===== config.mk =====
export PLATFORM = sky130hd
export DESIGN_NAME = rtc_timekeeper
export DESIGN_NICKNAME = d
export VERILOG_FILES = /design/src/rtl/rtc_timekeeper.sv
export SDC_FILE = /design/constraint.sdc
export NUM_CORES = 1
export LEC_CHECK = 0
export CAP_MARGIN = 40
export CELL_PAD_IN_SITES_DETAIL_PLACEMENT = 2
export CELL_PAD_IN_SITES_GLOBAL_PLACEMENT = 2
export CORE_MARGIN = 2
export CORE_UTILIZATION = 24
export CTS_BUF_LIST = sky130_fd_sc_hd__clkbuf_4 sky130_fd_sc_hd__clkbuf_8 sky130_fd_sc_hd__clkbuf_16
export DETAILED_ROUTE_END_ITERATION = 16
export PLACE_DENSITY_LB_ADDON = 0.1
export SYNTH_ARGS = -nofsm -noshare
export SYNTH_HDL_FRONTEND = slang
export SYNTH_SLANG_ARGS = --single-unit

===== constraint.sdc =====
create_clock -name clkin -period 2.1 [get_ports clkin]
set_input_delay 0.21 -clock clkin [delete_from_list [all_inputs] [get_ports clkin]]
set_output_delay 0.21 -clock clkin [all_outputs]
set_load 0.005 [all_outputs]

===== src/rtl/rtc_timekeeper.sv =====
`default_nettype none
// ============================================================================
// Module      : rtc_timekeeper
// Description : Real-time clock fed by the 1 kHz divided clock. Edge-detects
//               tick_in, prescales it to a 1 ms strobe, keeps hh:mm:ss.mmm
//               and runs a millisecond countdown timer with a level
//               interrupt and an ack handshake.
//               Optional alarm (hour:minute match) when RTC_ALARM_EN is
//               defined; otherwise alarm_irq is tied low.
// Revision    : 1.0 - initial release
// ============================================================================
module rtc_timekeeper #(
    parameter int TICKS_PER_MS = 1,
    parameter int TMR_W        = 16
) (
    input  logic             clkin,
    input  logic             rst_n,
    input  logic             tick_in,
    input  logic             hold,
    input  logic             set_en,
    input  logic [4:0]       set_hour,
    input  logic [5:0]       set_min,
    input  logic [5:0]       set_sec,
    input  logic             tmr_load,
    input  logic [TMR_W-1:0] tmr_val,
    input  logic             tmr_stop,
    input  logic             tmr_ack,
    input  logic [4:0]       alarm_hour,
    input  logic [5:0]       alarm_min,
    output logic [9:0]       ms,
    output logic [5:0]       sec,
    output logic [5:0]       min,
    output logic [4:0]       hour,
    output logic             day_wrap,
    output logic [TMR_W-1:0] tmr_count,
    output logic             tmr_busy,
    output logic             tmr_irq,
    output logic             alarm_irq
);

    localparam logic [7:0] PCNT_LAST = 8'(TICKS_PER_MS - 1);

    typedef enum logic [1:0] {
        IDLE    = 2'd0,
        RUN     = 2'd1,
        EXPIRED = 2'd2
    } tmr_state_t;

    logic             tick_d;
    logic             rise;
    logic             advance;
    logic [7:0]       pcnt;
    logic             ms_strobe;

    tmr_state_t       state;
    tmr_state_t       state_nxt;
    logic [TMR_W-1:0] cnt_nxt;
    logic             irq_nxt;

    // A held-high level produces a single rise; hold discards the event.
    assign rise      = tick_in & ~tick_d;
    assign advance   = rise & ~hold;
    assign ms_strobe = advance && (pcnt == PCNT_LAST);

    // Edge-detect register and tick prescaler.
    always_ff @(posedge clkin) begin
        if (!rst_n) begin
            tick_d <= 1'b0;
            pcnt   <= 8'd0;
        end else begin
            tick_d <= tick_in;
            if (set_en) begin
                pcnt <= 8'd0;
            end else if (advance) begin
                pcnt <= (pcnt == PCNT_LAST) ? 8'd0 : pcnt + 8'd1;
            end
        end
    end

    // Time-of-day cascade; a load beats a coincident ms strobe.
    always_ff @(posedge clkin) begin
        if (!rst_n) begin
            ms       <= 10'd0;
            sec      <= 6'd0;
            min      <= 6'd0;
            hour     <= 5'd0;
            day_wrap <= 1'b0;
        end else begin
            day_wrap <= 1'b0;
            if (set_en) begin
                ms   <= 10'd0;
                sec  <= (set_sec  <= 6'd59) ? set_sec  : 6'd0;
                min  <= (set_min  <= 6'd59) ? set_min  : 6'd0;
                hour <= (set_hour <= 5'd23) ? set_hour : 5'd0;
            end else if (ms_strobe) begin
                if (ms == 10'd999) begin
                    ms <= 10'd0;
                    if (sec == 6'd59) begin
                        sec <= 6'd0;
                        if (min == 6'd59) begin
                            min <= 6'd0;
                            if (hour == 5'd23) begin
                                hour     <= 5'd0;
                                day_wrap <= 1'b1;
                            end else begin
                                hour <= hour + 5'd1;
                            end
                        end else begin
                            min <= min + 6'd1;
                        end
                    end else begin
                        sec <= sec + 6'd1;
                    end
                end else begin
                    ms <= ms + 10'd1;
                end
            end
        end
    end

    // Timer state register with registered count, busy and interrupt.
    always_ff @(posedge clkin) begin
        if (!rst_n) begin
            state     <= IDLE;
            tmr_count <= '0;
            tmr_irq   <= 1'b0;
            tmr_busy  <= 1'b0;
        end else begin
            state     <= state_nxt;
            tmr_count <= cnt_nxt;
            tmr_irq   <= irq_nxt;
            tmr_busy  <= (state_nxt == RUN);
        end
    end

    // Timer next-state: load > stop > ack > decrement.
    always_comb begin
        state_nxt = state;
        cnt_nxt   = tmr_count;
        irq_nxt   = tmr_irq;
        if (tmr_load) begin
            cnt_nxt = tmr_val;
            if (tmr_val != '0) begin
                state_nxt = RUN;
                irq_nxt   = 1'b0;
            end else begin
                state_nxt = EXPIRED;
                irq_nxt   = 1'b1;
            end
        end else if (tmr_stop && (state == RUN)) begin
            state_nxt = IDLE;
        end else if (tmr_ack && (state == EXPIRED)) begin
            state_nxt = IDLE;
            irq_nxt   = 1'b0;
        end else if ((state == RUN) && ms_strobe) begin
            cnt_nxt = tmr_count - 1'b1;
            if (tmr_count == TMR_W'(1)) begin
                state_nxt = EXPIRED;
                irq_nxt   = 1'b1;
            end
        end
    end

`ifdef RTC_ALARM_EN
    logic       min_carry;
    logic [5:0] min_next;
    logic [4:0] hour_next;
    logic       alarm_fire;

    // Only a natural carry into the minute field can fire the alarm.
    assign min_carry  = ms_strobe & ~set_en & (ms == 10'd999) & (sec == 6'd59);
    assign min_next   = (min == 6'd59) ? 6'd0 : min + 6'd1;
    assign hour_next  = (min != 6'd59) ? hour :
                        (hour == 5'd23) ? 5'd0 : hour + 5'd1;
    assign alarm_fire = min_carry && (min_next == alarm_min) && (hour_next == alarm_hour);

    // Alarm flag: set on match, cleared by an ack with no timer irq pending.
    always_ff @(posedge clkin) begin
        if (!rst_n) begin
            alarm_irq <= 1'b0;
        end else if (alarm_fire) begin
            alarm_irq <= 1'b1;
        end else if (tmr_ack && !tmr_irq) begin
            alarm_irq <= 1'b0;
        end
    end
`else
    logic unused_alarm;

    assign unused_alarm = ^{alarm_hour, alarm_min};
    assign alarm_irq    = 1'b0;
`endif

endmodule
`default_nettype wire


==> metrics.csv <==
metric,value,unit
top_layer_used,met4,
cts_buffers,9,
coreArea,13100,sq um
ys_ff_latch,57,
path_cells,inv_2 > ha_4 > or4b_4 > buf_6 > nor4_4 > a41oi_2 > buf_6 > o211ai_1 > o31ai_2,
async_flop_share,0,
yosysUniqueCellTypes,62,
max_freq,0.432,GHz
synth_nets,439,
syn_inst,379,
critPathArrivalTime,2.53,ns
critical_path_class,flop to flop,
cp_slowest_cell,or4b_4,
dp_slack,-0.582,ns
crit_buf_inv,3,
endpoint_kind,flop,
vias_per_cell,4.99,
fin_crit_sh,1.10,
status,finished with violations,
worst_pin_slew,0.676,ns
min_path_type,input pin to flop,
start_kind,flop,
worstSkewPairLatency,0.34,ns
finalHoldViolCount,0,
cts_tree,built,
wl_met1,5.76,mm
placedCellCount,688,
max_stage_delay,0.49,ns
wl,12.7,mm
ctsHoldBuffers,0,
instances_no_fill,712,
postRouteAntennaNets,0,
final_cell_mix,"clkdlybuf4s50_1 (86), buf_4 (55), dfxtp_1 (53)",
cts_num_sinks,57,
final_net_count,591,
timing.final.ws_setup,-0.217,ns
die-area,14200,sq um
powerDensity,630,nW/um^2
grt_first_pass_wirelength,20.7,mm
route.met2.wl,6.30,mm
drt-initial-drc-count,144,
htree_levels,3,
syn_area,3170,sq um
slew_headroom,0.544,
critPathTopFamily,simple AND/OR/NAND/NOR gates,
violations,negative setup slack,
reg2reg_setup_slack,-0.22,ns
seq_area_frac_synth,0.360,
dr_total_vias,3556,
die_height,119,um
path_max_fanout,5,
finalSetupViolCount,23,
io_pins,99,
area_growth_syn_to_layout,69.5,%
rsz0062_at_grt,true,
drive_gt1_frac,0.274,
skew,0.00707,ns
grt_start_max_net_pins,31,
die_w,119,um
num_rows,42,
cp_common_cell,buf_6,
grt_use_total,0.185,
grt_overflow_total,0,
portBuffers,86,
routedWlPerCell,17.9,um
postSynthAreaPerCell,8.37,sq um
root_buffer,clkbuf_16,
post-dp-hpwl,9.12,mm
p_leak,1.94,nW
maxCapViolCount,0,
grt_antenna_before_repair,0,
clk_pin_slew_worst_paths,0.05,ns
gp_congestion,0.768,
min_period,2.32,ns
met3_length,440,um
synth_edf_count,0,
start_util,0.242,
first_pass_iters,4,
drc,0,
ys.flop_type,dfxtp_1,
ys.warnings.count,0,
clock_path_buffers,2,
finalMaxSlewViolations,0,
placed_area,4700,sq um
fin_tns_setup,-2.33,ns
stdcell_area,5380,sq um
cp_data_required_time,2.31,ns
diodes,0,
final_common_cell,clkdlybuf4s50_1,
grt_pass1_vias,3891,
vdd_drop_max,0.242,mV
## cells by family (layout without fill, tap and decap cells)
group / count (synthesis) / in the layout / synth area share
AO/OA/AOI/OAI: 92 / 92 / 0.198
XOR/XNOR: 30 / 30 / 0.0828
adder cells (fa/ha/maj): 8 / 8 / 0.0316
buffers and inverters: 30 / 187 / 0.0450
flip-flops: 57 / 57 / 0.360
multiplexers: 2 / 2 / 0.00671
other: 1 / 1 / 0.00118
AND/OR/NAND/NOR: 159 / 159 / 0.275
## metrics by stage
stage / utilization / hold slack, ns / total power, mW
finish: 0.411 / 0.449 / 3.39
global route: 0.411 / 0.479 / 3.54
CTS: 0.403 / 0.440 / 3.41
detailed placement: 0.359 / 0.530 / 1.71
global placement: 0.359 / 0.506 / 1.70
floorplan: - / 0.311 / 1.40
## sequential cells by signal, summed over array words and instances, names as in the netlist
signal	flops
ms	10
day_wrap	1
min	6
pcnt	8
tmr_busy	1
sec	6
tick_d	1
tmr_irq	1
state	2
hour	5
tmr_count	16
## power breakdown
part	switching (mW)	total (mW)	internal [mW]
registers	0.0585	1.19	1.13
clock network	0.545	1.64	1.10
logic	0.257	0.558	0.300
## worst register-to-register path: stages, from the launching register on
cell,delay [ns]
dfxtp_2,0.32
inv_2,0.07
ha_4,0.13
or4b_4,0.49
buf_6,0.15
nor4_4,0.31
a41oi_2,0.22
buf_6,0.19
o211ai_1,0.21
o31ai_2,0.11
## final cells by class
| cell class | instances | area (sq um) |
|---|---|---|
| fillers | 1451 | 7710 |
| clock inverters | 5 | 77.6 |
| repair buffers | 157 | 1470 |
| multi-input cells | 292 | 2150 |
| flip-flops and latches | 57 | 1150 |
| well taps | 176 | 220 |
| inverters | 14 | 52.6 |
| clock buffers | 11 | 253 |
## synth_stat cells, types with 2 or more instances
master / count / share of area
nand3_1: 15 / 0.024
or2_2: 2 / 0.0039
and4_1: 2 / 0.0055
xnor2_1: 11 / 0.030
and4b_1: 2 / 0.0063
buf_2: 2 / 0.0032
ha_1: 8 / 0.032
o21a_1: 2 / 0.0047
nor2_1: 33 / 0.039
nor3_1: 12 / 0.019
nor4_1: 14 / 0.028
dfxtp_1: 57 / 0.36
nand4b_1: 2 / 0.0055
or4_1: 3 / 0.0071
nand2b_1: 3 / 0.0059
nor3_2: 2 / 0.0063
or3_1: 8 / 0.016
nand4_1: 16 / 0.032
nand2_1: 29 / 0.034
a221oi_1: 3 / 0.0083
a32o_1: 4 / 0.013
a22oi_1: 4 / 0.0095
xor2_1: 19 / 0.052
and3_1: 2 / 0.0039
o31ai_1: 3 / 0.0071
a211oi_2: 3 / 0.012
o21ai_0: 22 / 0.035
a31oi_1: 6 / 0.012
a41oi_1: 6 / 0.017
clkbuf_1: 10 / 0.012
a21oi_1: 26 / 0.041
inv_1: 13 / 0.015
and2_1: 6 / 0.012
## path summary, 6_finish.rpt
check / endpoint / depth (start not counted) / startpoint
min reg2reg: tmr_count[6] / 2 / tmr_count[6]
max: hour[2] / 9 / pcnt[0]
min: hour[0] / 3 / set_hour[0]
max reg2reg: hour[2] / 9 / pcnt[0]
## layer usage
metal  global-route usage  vias to the layer above
met5                    0                        -
met4               0.0737                        0
met3               0.0354                       13
met2                0.312                       65
met1                0.233                     1754
li1                     -                     1724
## repair_timing
action / CTS / global route
pin swaps: 33 / 21
buffers inserted: 5 / 7
endpoints found under the setup margin: 32 / 41
gates resized for setup: 47 / 22
Note: power is estimated with default switching activity, not from simulation.
